$ cat config.mk
export PLATFORM = sky130hd
export DESIGN_NAME = exh_pattern_ctrl
export DESIGN_NICKNAME = d
export VERILOG_FILES = /design/src/rtl/faultsim_pkg.sv /design/src/rtl/exh_pattern_ctrl_pat_cnt.sv /design/src/rtl/exh_pattern_ctrl.sv
export SDC_FILE = /design/constraint.sdc
export NUM_CORES = 1
export LEC_CHECK = 0
export CAP_MARGIN = 30
export CORE_MARGIN = 3
export CORE_UTILIZATION = 35
export CTS_BUF_LIST = sky130_fd_sc_hd__clkbuf_2 sky130_fd_sc_hd__clkbuf_4 sky130_fd_sc_hd__clkbuf_8
export CTS_CLUSTER_DIAMETER = 200
export DETAILED_ROUTE_END_ITERATION = 8
export PLACE_DENSITY = 0.54
export SYNTH_ARGS = -nofsm -noshare
export SYNTH_HDL_FRONTEND = slang
export SYNTH_HIERARCHICAL = 1
export SYNTH_SLANG_ARGS = --single-unit
$ cat constraint.sdc
create_clock -name clk -period 5.5 [get_ports clk]
set_input_delay 0.825 -clock clk [delete_from_list [all_inputs] [get_ports clk]]
set_output_delay 0.825 -clock clk [all_outputs]
set_load 0.02 [all_outputs]
$ cat src/rtl/faultsim_pkg.sv
// Shared types and sizing helpers for the exhaustive pattern controller.
package faultsim_pkg;

  typedef enum logic [1:0] {
    ST_IDLE    = 2'd0,
    ST_APPLY   = 2'd1,
    ST_CAPTURE = 2'd2,
    ST_FINISH  = 2'd3
  } state_t;

  localparam int NIN_DEF = 2;
  localparam int NPAT    = 1 << NIN_DEF;
  localparam int CNTW    = NIN_DEF + 1;

  // Settle counter needs to hold 0..SETTLE-1, but never drops below one bit.
  function automatic int settle_w(input int settle);
    int w;
    w = $clog2(settle);
    return (w < 1) ? 1 : w;
  endfunction

endpackage

$ cat src/rtl/exh_pattern_ctrl_pat_cnt.sv
// Pattern index and per-pattern settle counter for the exhaustive sequencer.
module pat_cnt
  import faultsim_pkg::*;
#(
  parameter int NIN    = 2,
  parameter int SETTLE = 1
) (
  input  logic           clk,
  input  logic           rst_n,
  input  logic           clr,
  input  logic           adv,
  input  logic           tick,
  output logic [NIN-1:0] idx,
  output logic           settled,
  output logic           last
);

  localparam int SW = settle_w(SETTLE);
  localparam logic [SW-1:0] SETTLE_MAX = SW'(SETTLE - 1);

  logic [NIN-1:0] r_idx;
  logic [SW-1:0]  r_cnt;

  // Pattern index: restarts on a new run, steps once per completed capture.
  always_ff @(posedge clk or negedge rst_n) begin
    if (!rst_n) begin
      r_idx <= '0;
    end else if (clr) begin
      r_idx <= '0;
    end else if (adv) begin
      r_idx <= r_idx + NIN'(1);
    end else begin
      r_idx <= r_idx;
    end
  end

  // Settle counter only advances while a pattern is being held.
  always_ff @(posedge clk or negedge rst_n) begin
    if (!rst_n) begin
      r_cnt <= '0;
    end else if (clr || !tick || settled) begin
      r_cnt <= '0;
    end else begin
      r_cnt <= r_cnt + SW'(1);
    end
  end

  assign idx     = r_idx;
  assign settled = tick && (r_cnt == SETTLE_MAX);
  assign last    = &r_idx;

endmodule

$ cat src/rtl/exh_pattern_ctrl.sv
// Exhaustive pattern sequencer: drives every input pattern to a gate under test,
// captures its response after a settle time and compares against a golden table.
module exh_pattern_ctrl
  import faultsim_pkg::*;
#(
  parameter int                    NIN    = 2,
  parameter int                    SETTLE = 1,
  parameter logic [(1<<NIN)-1:0]   GOLDEN = 4'b0001
) (
  input  logic                  clk,
  input  logic                  rst_n,
  input  logic                  start,
  input  logic                  abort,
  input  logic                  pattout,
  output logic [NIN-1:0]        pattin,
  output logic                  busy,
  output logic                  done,
  output logic                  pass,
  output logic [NIN:0]          fail_cnt,
  output logic [NIN-1:0]        first_fail,
  output logic                  first_fail_vld,
  output logic [(1<<NIN)-1:0]   resp,
  output logic                  aborted
);

  localparam int NPAT_L = 1 << NIN;
  localparam int CNTW_L = NIN + 1;

  state_t              r_state, w_state_nxt;
  logic [NIN-1:0]      w_idx, w_idx_nxt;
  logic                w_settled, w_last;
  logic                w_start_acc, w_abort_act, w_capture;

  logic [NIN-1:0]      r_pattin, w_pattin_nxt;
  logic                r_busy, w_busy_nxt;
  logic                r_done, w_done_nxt;
  logic                r_pass, w_pass_nxt;
  logic [CNTW_L-1:0]   r_fail_cnt, w_fail_nxt;
  logic [NIN-1:0]      r_first_fail, w_ff_nxt;
  logic                r_ffv, w_ffv_nxt;
  logic [NPAT_L-1:0]   r_resp, w_resp_nxt;
  logic                r_aborted, w_aborted_nxt;

  assign w_start_acc = (r_state == ST_IDLE) && start;
  assign w_abort_act = abort && ((r_state == ST_APPLY) || (r_state == ST_CAPTURE));
  assign w_capture   = (r_state == ST_CAPTURE) && !abort;

  pat_cnt #(
    .NIN    (NIN),
    .SETTLE (SETTLE)
  ) u_pat_cnt (
    .clk     (clk),
    .rst_n   (rst_n),
    .clr     (w_start_acc),
    .adv     (w_capture && !w_last),
    .tick    ((r_state == ST_APPLY) && !abort),
    .idx     (w_idx),
    .settled (w_settled),
    .last    (w_last)
  );

  // State register.
  always_ff @(posedge clk or negedge rst_n) begin
    if (!rst_n) begin
      r_state <= ST_IDLE;
    end else begin
      r_state <= w_state_nxt;
    end
  end

  // Next-state logic; abort only matters while a pattern is in flight.
  always_comb begin
    w_state_nxt = r_state;
    case (r_state)
      ST_IDLE:    w_state_nxt = start ? ST_APPLY : ST_IDLE;
      ST_APPLY:   w_state_nxt = abort ? ST_IDLE : (w_settled ? ST_CAPTURE : ST_APPLY);
      ST_CAPTURE: w_state_nxt = abort ? ST_IDLE : (w_last ? ST_FINISH : ST_APPLY);
      ST_FINISH:  w_state_nxt = ST_IDLE;
      default:    w_state_nxt = ST_IDLE;
    endcase
  end

  // Output logic: next values for every registered output, derived from the next state.
  always_comb begin
    w_fail_nxt    = r_fail_cnt;
    w_resp_nxt    = r_resp;
    w_ff_nxt      = r_first_fail;
    w_ffv_nxt     = r_ffv;
    w_pass_nxt    = r_pass;
    w_aborted_nxt = r_aborted;
    if (w_start_acc) begin
      w_fail_nxt    = '0;
      w_resp_nxt    = '0;
      w_ff_nxt      = '0;
      w_ffv_nxt     = 1'b0;
      w_pass_nxt    = 1'b0;
      w_aborted_nxt = 1'b0;
    end else if (w_capture) begin
      w_resp_nxt[w_idx] = pattout;
      if (pattout != GOLDEN[w_idx]) begin
        w_fail_nxt = r_fail_cnt + CNTW_L'(1);
        w_ff_nxt   = r_ffv ? r_first_fail : w_idx;
        w_ffv_nxt  = 1'b1;
      end else begin
        w_fail_nxt = r_fail_cnt;
      end
      // Pass becomes visible in the FINISH cycle, so include this final capture.
      w_pass_nxt = w_last ? (w_fail_nxt == '0) : r_pass;
    end else if (w_abort_act) begin
      w_aborted_nxt = 1'b1;
      w_pass_nxt    = 1'b0;
    end else begin
      w_aborted_nxt = r_aborted;
    end

    case (r_state)
      ST_APPLY:   w_idx_nxt = w_idx;
      ST_CAPTURE: w_idx_nxt = w_idx + NIN'(1);
      default:    w_idx_nxt = '0;
    endcase
    w_busy_nxt   = (w_state_nxt == ST_APPLY) || (w_state_nxt == ST_CAPTURE);
    w_done_nxt   = (w_state_nxt == ST_FINISH);
    w_pattin_nxt = w_busy_nxt ? w_idx_nxt : '0;
  end

  // Output and result registers.
  always_ff @(posedge clk or negedge rst_n) begin
    if (!rst_n) begin
      r_pattin     <= '0;
      r_busy       <= 1'b0;
      r_done       <= 1'b0;
      r_pass       <= 1'b0;
      r_fail_cnt   <= '0;
      r_first_fail <= '0;
      r_ffv        <= 1'b0;
      r_resp       <= '0;
      r_aborted    <= 1'b0;
    end else begin
      r_pattin     <= w_pattin_nxt;
      r_busy       <= w_busy_nxt;
      r_done       <= w_done_nxt;
      r_pass       <= w_pass_nxt;
      r_fail_cnt   <= w_fail_nxt;
      r_first_fail <= w_ff_nxt;
      r_ffv        <= w_ffv_nxt;
      r_resp       <= w_resp_nxt;
      r_aborted    <= w_aborted_nxt;
    end
  end

  assign pattin         = r_pattin;
  assign busy           = r_busy;
  assign done           = r_done;
  assign pass           = r_pass;
  assign fail_cnt       = r_fail_cnt;
  assign first_fail     = r_first_fail;
  assign first_fail_vld = r_ffv;
  assign resp           = r_resp;
  assign aborted        = r_aborted;

endmodule

# After elaboration in Yosys (flattened, before gate mapping)
# Cells that the tools add are included.
[classes] bitwise=1 add_sub_neg=3 eq_ne=10 magnitude_cmp=2 mux=37 reduce_logical=26
[ops] operator="2-bit 2-to-1 mux" count=11
[ops] operator="3-bit 2-to-1 mux" count=5
[ops] operator="1-bit 2-to-1 mux" count=14
[ops] operator="2-bit == test, second input constant" count=4
[ops] operator="4-bit 2-to-1 mux" count=2
[ops] operator="2-bit one-hot mux with 4 select lines" count=1
[ops] operator="2-bit AND reduction" count=4
[ops] operator="2-bit nonzero test" count=4
[ops] operator="1-bit logical AND" count=7
[ops] operator="4-bit bitwise mux" count=1
[ops] operator="2-bit by 1-bit == test with 1-bit output, second input constant" count=2
[ops] operator="1-bit logical OR" count=4
[ops] operator="2-bit by 1-bit != test with 1-bit output, second input constant" count=2
[ops] operator="2-bit one-hot mux with 2 select lines" count=1
[ops] operator="3-bit by 1-bit adder with 3-bit output, second input constant" count=1
[ops] operator="1-bit logical NOT" count=3
[ops] operator="3-bit logical NOT" count=1
[ops] operator="2-bit by 3-bit < comparator with 1-bit output, second input constant" count=1
[ops] operator="3-bit by 2-bit != test with 1-bit output, second input constant" count=1
[ops] operator="3-bit AND reduction" count=1
[ops] operator="3-bit nonzero test" count=1
[ops] operator="2-bit by 1-bit adder with 2-bit output, second input constant" count=1
[ops] operator="1-bit binary-select mux with 2-bit select" count=1
[ops] operator="1-bit demux with 2-bit select" count=1
[ops] operator="other kinds (5)" count=5
[word_totals] word_cells=91 register_bits=21

# Logic depth before layout (Yosys ltp)
[logic_depth] depth_word=10 depth_mapped=10 depth_no_buf=10

# Cells and area by module
# Netlist, hierarchy kept.
[by_module_without_submodules] module="exh_pattern_ctrl" cells_per_inst=95 seq_area_each_um2=450.4 area_each_um2=1002.2 instances=1
[by_module_without_submodules] module="pat_cnt" cells_per_inst=10 seq_area_each_um2=75.1 area_each_um2=123.9 instances=1

# Worst setup path after synthesis
# Ideal clock, no wire load.
[synth_path] kind="input to register" from="input abort" to="register r_pattin[0] (netlist: pattin[0])" path_slack_ps=3541 path_buffers=0 arrival_time_ps=1839 path_stages=7 cell_sequence="and2b_1 -> nor2b_1 -> inv_1 -> a21oi_1 -> o21ai_0 -> ha_1 -> nor2b_1"
[synth_via] elab_chain_len=9 word_cells_on_any_way=11 classes_between="eq/ne: 2; mux: 5; reduce/logical: 4"
[synth_rtl] item="start: declaration" line_no="exh_pattern_ctrl.sv:13" source="input logic abort,"
[synth_rtl] item="1-bit logical NOT *" line_no="exh_pattern_ctrl.sv:56" source=".tick ((r_state == ST_APPLY) && !abort),"
[synth_rtl] item="1-bit logical AND *" line_no="exh_pattern_ctrl.sv:56"
[synth_rtl] item="1-bit logical AND *" line_no="exh_pattern_ctrl_pat_cnt.sv:49" source="assign settled = tick && (r_cnt == SETTLE_MAX);"
[synth_rtl] item="named net w_settled" line_no="exh_pattern_ctrl.sv:31" source="logic w_settled, w_last;"
[synth_rtl] item="2-bit 2-to-1 mux * (2 in series)" line_no="exh_pattern_ctrl.sv:76" source="ST_APPLY: w_state_nxt = abort ? ST_IDLE : (w_settled ? ST_CAPTURE : ST_APPLY);"
[synth_rtl] item="2-bit one-hot mux with 4 select lines *" line_no="exh_pattern_ctrl.sv:74" source="case (r_state)"
[synth_rtl] item="named net w_state_nxt[0]" line_no="exh_pattern_ctrl.sv:29" source="state_t r_state, w_state_nxt;"
[synth_rtl] item="2-bit by 1-bit == test with 1-bit output / 2-bit == test (equally long branches)" line_no="exh_pattern_ctrl.sv:121" source="w_busy_nxt = (w_state_nxt == ST_APPLY) || (w_state_nxt == ST_CAPTURE);"
[synth_rtl] item="1-bit logical OR *" line_no="exh_pattern_ctrl.sv:121"
[synth_rtl] item="named net w_busy_nxt" line_no="exh_pattern_ctrl.sv:35" source="logic r_busy, w_busy_nxt;"
[synth_rtl] item="2-bit 2-to-1 mux *" line_no="exh_pattern_ctrl.sv:123" source="w_pattin_nxt = w_busy_nxt ? w_idx_nxt : '0;"
[synth_rtl] item="named net w_pattin_nxt[0]" line_no="exh_pattern_ctrl.sv:34" source="logic [NIN-1:0] r_pattin, w_pattin_nxt;"
[synth_rtl] item="end signal: assignment" line_no="exh_pattern_ctrl.sv:139" source="r_pattin <= w_pattin_nxt;"
[synth_rtl] item="end: declaration" line_no="exh_pattern_ctrl.sv:34"
# The timed path passes the listed nets; every way through them passes the cells marked *.
# A chain may end at the register's enable or synchronous reset.

# Final worst setup path
# Same ends and word-level chain as after synthesis.

==> metrics.md <==
| Metric | Value |
|---|---|
| CTS tree | done |
| Period utilisation layout | 0.449 |
| Path depth of the worst reg2reg path | 7 |
| Slowest cell on crit path | clkdlybuf4s50_1 |
| Max-cap violations | 0 |
| Levels on crit path | 8 |
| Total vias in the final route | 808 |
| # DRC | 0 |
| Syn Area/Cell | between 10 and 15 um2 |
| Router iterations before antenna repair | 4 |
| Clock sinks | 21 |
| Avg Vias per Cell | around 4.8 |
| WP buf/inv | 2 |
| CP required | 5.70 ns |
| Post-route cell area | 0.00142 mm2 |
| Max stage delay on crit path | about 0.57 ns |
| Grt total ovfl | 0 |
| Data arrival time of the critical path | about 2.7 ns |
| Clock Tree Root | clkbuf_4 |
| CTS Buf Count | 3 |
| Postcts setup bufs | 0 |
| Setup TNS Final | 0 ns |
| Most frequent CP cell | nor2b_1 |
| Initial DRC count | 16 |
| # hold bufs at CTS | 0 |
| Core area | 0.00290 mm2 |
| Worst Max-Slew Pin Slew | approximately 0.56 ns |
| Filler Cell Count | 288 |
| Register Area | 526 um2 |
| Die height | ~63 um |
| Final Hold Vio Count | 0 |
| Initial antenna violation count | 0 |
| Placer Congestion | 0.747 |
| CP Capture Type | register |
| Post-Syn Instances | roughly 110 |
| H-tree levels | 1 |
| First-pass GRT wire length | 4070 um |
| Largest net degree at the start of global routing | 22 |
| All-Layer GR Usage | 0.129 |
| Detailed Route WL | 2220 um |
| HP Class | reg2reg |
| PortBufs | 20 |
| Worst-path clk slew | 0.12 ns |
| Fin nets | 147 |
| Routed length per instance | 13.1 um |
| Initial cell density of the core | 0.388 |
| Critical Path, Cell by Cell | clkdlybuf4s50_1 -> and2b_1 -> nor2b_1 -> inv_1 -> a21oi_1 -> o21ai_0 -> ha_1 -> nor2b_1 |
| Layout cells sized above 1 | 0.0781 |
| Number of synthesis warnings | 6 |
| Die width | between 60 and 70 um |
| Worst vdd ir | 0.139 mV |
| Ports | 21 |
| Syn_nets | 123 |
| F_max | approximately 0.41 GHz |
| Pwr Density | slightly below 200 mW/mm2 |
| Minimum clock period | between 2 and 2.5 ns |
| Synthesized cell area | between 0.001 and 0.0015 mm2 |
| Pre-CTS setup slack | 2.75 ns |
| Hold Path Depth | 2 |
| Die ar. | approximately 0.0039 mm2 |
| Synth cell types | 26 |
| Pleak | 0.641 nW |
| #FFs+latches synth | 21 |
| Slew headroom | 0.627 |
| Crit Path Max Fanout | 10 |
| Post-route ant nets | 0 |
| Layout Area Growth over Synthesis | 26.0% |
| DP Area | approximately 0.0014 mm2 |
| Fin util | 0.489 |
| CP delay by family, top | simple AND/OR/NAND/NOR gates |
| Clk_lat worst skew | 0.30 ns |
| Clk buf depth | 2 |
| Slew Viols, Final | 0 |
| RSZ-0062 raised after global routing | no |
| Area taken by multi-input logic gates | around 550 um2 |
| Setup ws final | between 3 and 4 ns |
| Sequential area share after synthesis | 0.467 |
| Number of global-route vias before repair | 863 |
| Final HPWL DP | 1650 um |
| Worst clock skew | ~0.0016 ns |
| Crit path kind | in2reg |
| Diode count | 0 |
| Status | finished clean |
| Final setup viols | 0 |
| Crit start category | input pin |
| Resized cells post-CTS | 0 |
| Row Count | 19 |
layer usage:
layer	up-vias	track usage	wire (um)
met4	0	0.0496	21
met2	15	0.205	1010
met1	393	0.169	1100
li1	398	-	-
met3	2	0.0306	93
met5	-	0	0
kinds of logic (layout without fill, tap and decap cells):
logic type | after synthesis | after routing | synth area share
other | 1 | 1 | 0.00333
DFF | 21 | 21 | 0.467
xor gates and xnor gates | 4 | 4 | 0.0311
muxes | 6 | 6 | 0.0578
buffers and inverters | 12 | 35 | 0.0444
and+or+nand+nor | 30 | 30 | 0.158
AOI/OAI and AO/OA | 18 | 18 | 0.0944
adders and majority gates | 13 | 13 | 0.144
sequential cells by signal, indices dropped and copies added, names as in the netlist:
register	cells
aborted	1
busy	1
done	1
fail_cnt	3
first_fail	2
first_fail_vld	1
pass	1
pattin	2
r_state	2
resp	4
u_pat_cnt/idx	2
u_pat_cnt/r_cnt	1
through the flow:
step	total power, W	hold slack [ns]	instances
floorplan	0.000184	0.507	105
global placement	0.000201	0.507	165
detailed placement	0.000201	0.505	165
CTS	0.000277	0.549	169
global route	0.000295	0.564	170
finish	0.000275	0.532	170
worst paths after layout:
path                       startpoint           to  slack [ns]
max                             abort    pattin[0]        3.03
max reg2reg                r_state[0]    pattin[0]        3.50
min reg2reg                   aborted      aborted        0.53
min                           aborted      aborted        0.53
min in group asynchronous       rst_n  fail_cnt[0]        0.87
max in group asynchronous       rst_n         pass        4.50
final cells by class:
| class | count | area share |
|---|---|---|
| clock buffer | 3 | 0.0159 |
| clock inverter | 1 | 0.00353 |
| inverter | 10 | 0.0265 |
| multi-input combinational | 72 | 0.388 |
| sequential | 21 | 0.370 |
| tap | 42 | 0.0370 |
| timing repair buffer | 21 | 0.159 |
cells in the mapped netlist:
cell / count / area (um2)
a22oi_1: 3 / 22.5
nand2b_4: 1 / 13.8
xor2_1: 3 / 26.3
ha_1: 13 / 163
nand3_1: 5 / 25.0
nand4b_1: 1 / 8.76
and2b_1: 2 / 15.0
a21oi_1: 8 / 40.0
buf_4: 1 / 7.51
conb_1: 1 / 3.75
and4bb_2: 1 / 12.5
xnor2_1: 1 / 8.76
nand3b_1: 3 / 22.5
and2_1: 1 / 6.26
o21ai_0: 5 / 25.0
nor2_1: 10 / 37.5
a32o_1: 1 / 10.0
nor2b_1: 2 / 12.5
mux2i_1: 5 / 50.1
a21o_2: 1 / 8.76
mux2_4: 1 / 15.0
nand2_1: 3 / 11.3
buf_2: 1 / 5.00
dfrtp_1: 21 / 526
inv_1: 10 / 37.5
nor4_2: 1 / 12.5
worst reg2reg max path, cell delays in order, from the launching register on:
cell and delay (ns):
dfrtp_1 0.40, inv_1 0.10, ha_1 0.38, and2b_1 0.29, a21oi_1 0.07, o21ai_0 0.21, ha_1 0.30, nor2b_1 0.15
report_power, final:
part	switching, W	internal (W)
clock	0.0000478	0.0000271
sequential	0.00000198	0.000158
combinational	0.0000223	0.0000172
total	0.0000720	0.000202
cell usage in the layout (no fill, tap or decap), types with 2 or more instances in the layout:
| master | instances |
|---|---|
| a21oi_1 | 8 |
| nor2_1 | 10 |
| mux2i_1 | 5 |
| xor2_1 | 3 |
| nand3b_1 | 3 |
| clkbuf_4 | 3 |
| and2b_1 | 2 |
| dfrtp_1 | 21 |
| nand2_1 | 3 |
| ha_1 | 13 |
| nor2b_1 | 2 |
| inv_1 | 10 |
| clkdlybuf4s50_1 | 20 |
| o21ai_0 | 5 |
| nand3_1 | 5 |
| a22oi_1 | 3 |
(Power assumes the default switching activity.)
==> RTL change (same settings) <==
Register the output `resp` once more, cleared by the reset; this adds one clock of latency there. The other outputs are not delayed to match.
--- a/src/rtl/exh_pattern_ctrl.sv
+++ b/src/rtl/exh_pattern_ctrl.sv
@@ -156,5 +156,11 @@
   assign first_fail     = r_first_fail;
   assign first_fail_vld = r_ffv;
-  assign resp           = r_resp;
+  always_ff @(posedge clk or negedge rst_n) begin
+    if (!rst_n) begin
+      resp <= '0;
+    end else begin
+      resp <= r_resp;
+    end
+  end
   assign aborted        = r_aborted;
 
Check against the original RTL: not equivalent (Yosys sat finds a counterexample within 4 cycles, from zero or initial values and one cycle with rst_n low).
==> RTL change against the original RTL <==
- non-clock buffer count stayed put
- critical path type unchanged
- critical endpoint unchanged
- worst setup slack better by 0.12 ns
- final area increased by 4.3%
- utilization fell by 2.0 points
- clock power rose by 12%
- synthesized area increased by 6.6%
- total power up 13%
- fmax is 5.0% higher
- sequential share of layout area up 5.2 points
- sequential power is 19% higher
- wire length decreased by 0.77%
- combinational power fell by 5%
- sequential cell count up 4
==> RTL change: results <==
global_routing:
  grtUsageMet2_pct: 22.29
  grt_pass1_vias: 923
  grt.total_usage_pct: 12.90
  grt_pass1_wl_mm: 4.215
  grt.met1_usage_pct: 15.92
  grt_max_degree: 26
clock_tree:
  insertion_delay_ns: 0.32
power:
  ir_drop_v: 0.0001400
  swShare_pct: 25.83
synthesis:
  yosysSeqAreaShare_pct: 52.14
  synth_compound_area_share_pct: 8.551
  syn_nets: 127
  synthMuxAreaShare_pct: 4.171
worst_hold_path:
  worstHoldStart: "r_resp[0]"
  min_path_cells: 0
placed_design:
  dp_slack_ns: 2.765
  placed_cell_area_sq_um: 1450
timing:
  whs_ns: 0.3853
  tightest_slew_ns: 0.6060
cells_and_area:
  areaGrowthSynthToFinish_pct: 23.36
  num-fill-cells: 318
  nets: 151
  stdcell_count: 176
worst_setup_path:
  cpMaxStageDelayCell: "nor2b_1"
  critPathMaxFanout: 9
outcome:
  status: "complete, no violations"
detailed_routing:
  wl_met2_mm: 1.050
[RTL change: cell types whose count changed in the layout (fill, tap and decap cells not counted), sizes merged, moves of 2 or more]
cell   delta
and2b     -2
nor2b     +2
dfrtp     +4
nand2     +2
[RTL change: power groups by stage]
stage	logic, mW	registers, mW	clock network [mW]
floorplan	0.0172	0.196	0
global placement	0.0379	0.193	0
detailed placement	0.0385	0.193	0
CTS	0.0387	0.190	0.0898
global route	0.0430	0.191	0.0984
finish	0.0376	0.190	0.0840
[RTL change: layout make-up]
cell class / instances / area share, %
inverter: 9 / 2.282
clock inverter: 1 / 0.5072
sequential: 25 / 42.27
timing repair buffer: 21 / 14.03
clock buffer: 3 / 1.522
multi-input combinational: 73 / 35.67
tap: 44 / 3.719
[RTL change: kinds of logic (layout without fill, tap and decap cells)]
family | Yosys count | in the layout
compound gates | 17 | 17
xor+xnor | 5 | 5
mux | 5 | 5
buf+inv | 11 | 34
other cells | 1 | 1
flops | 25 | 25
fa+ha+maj | 13 | 13
simple gates | 32 | 32
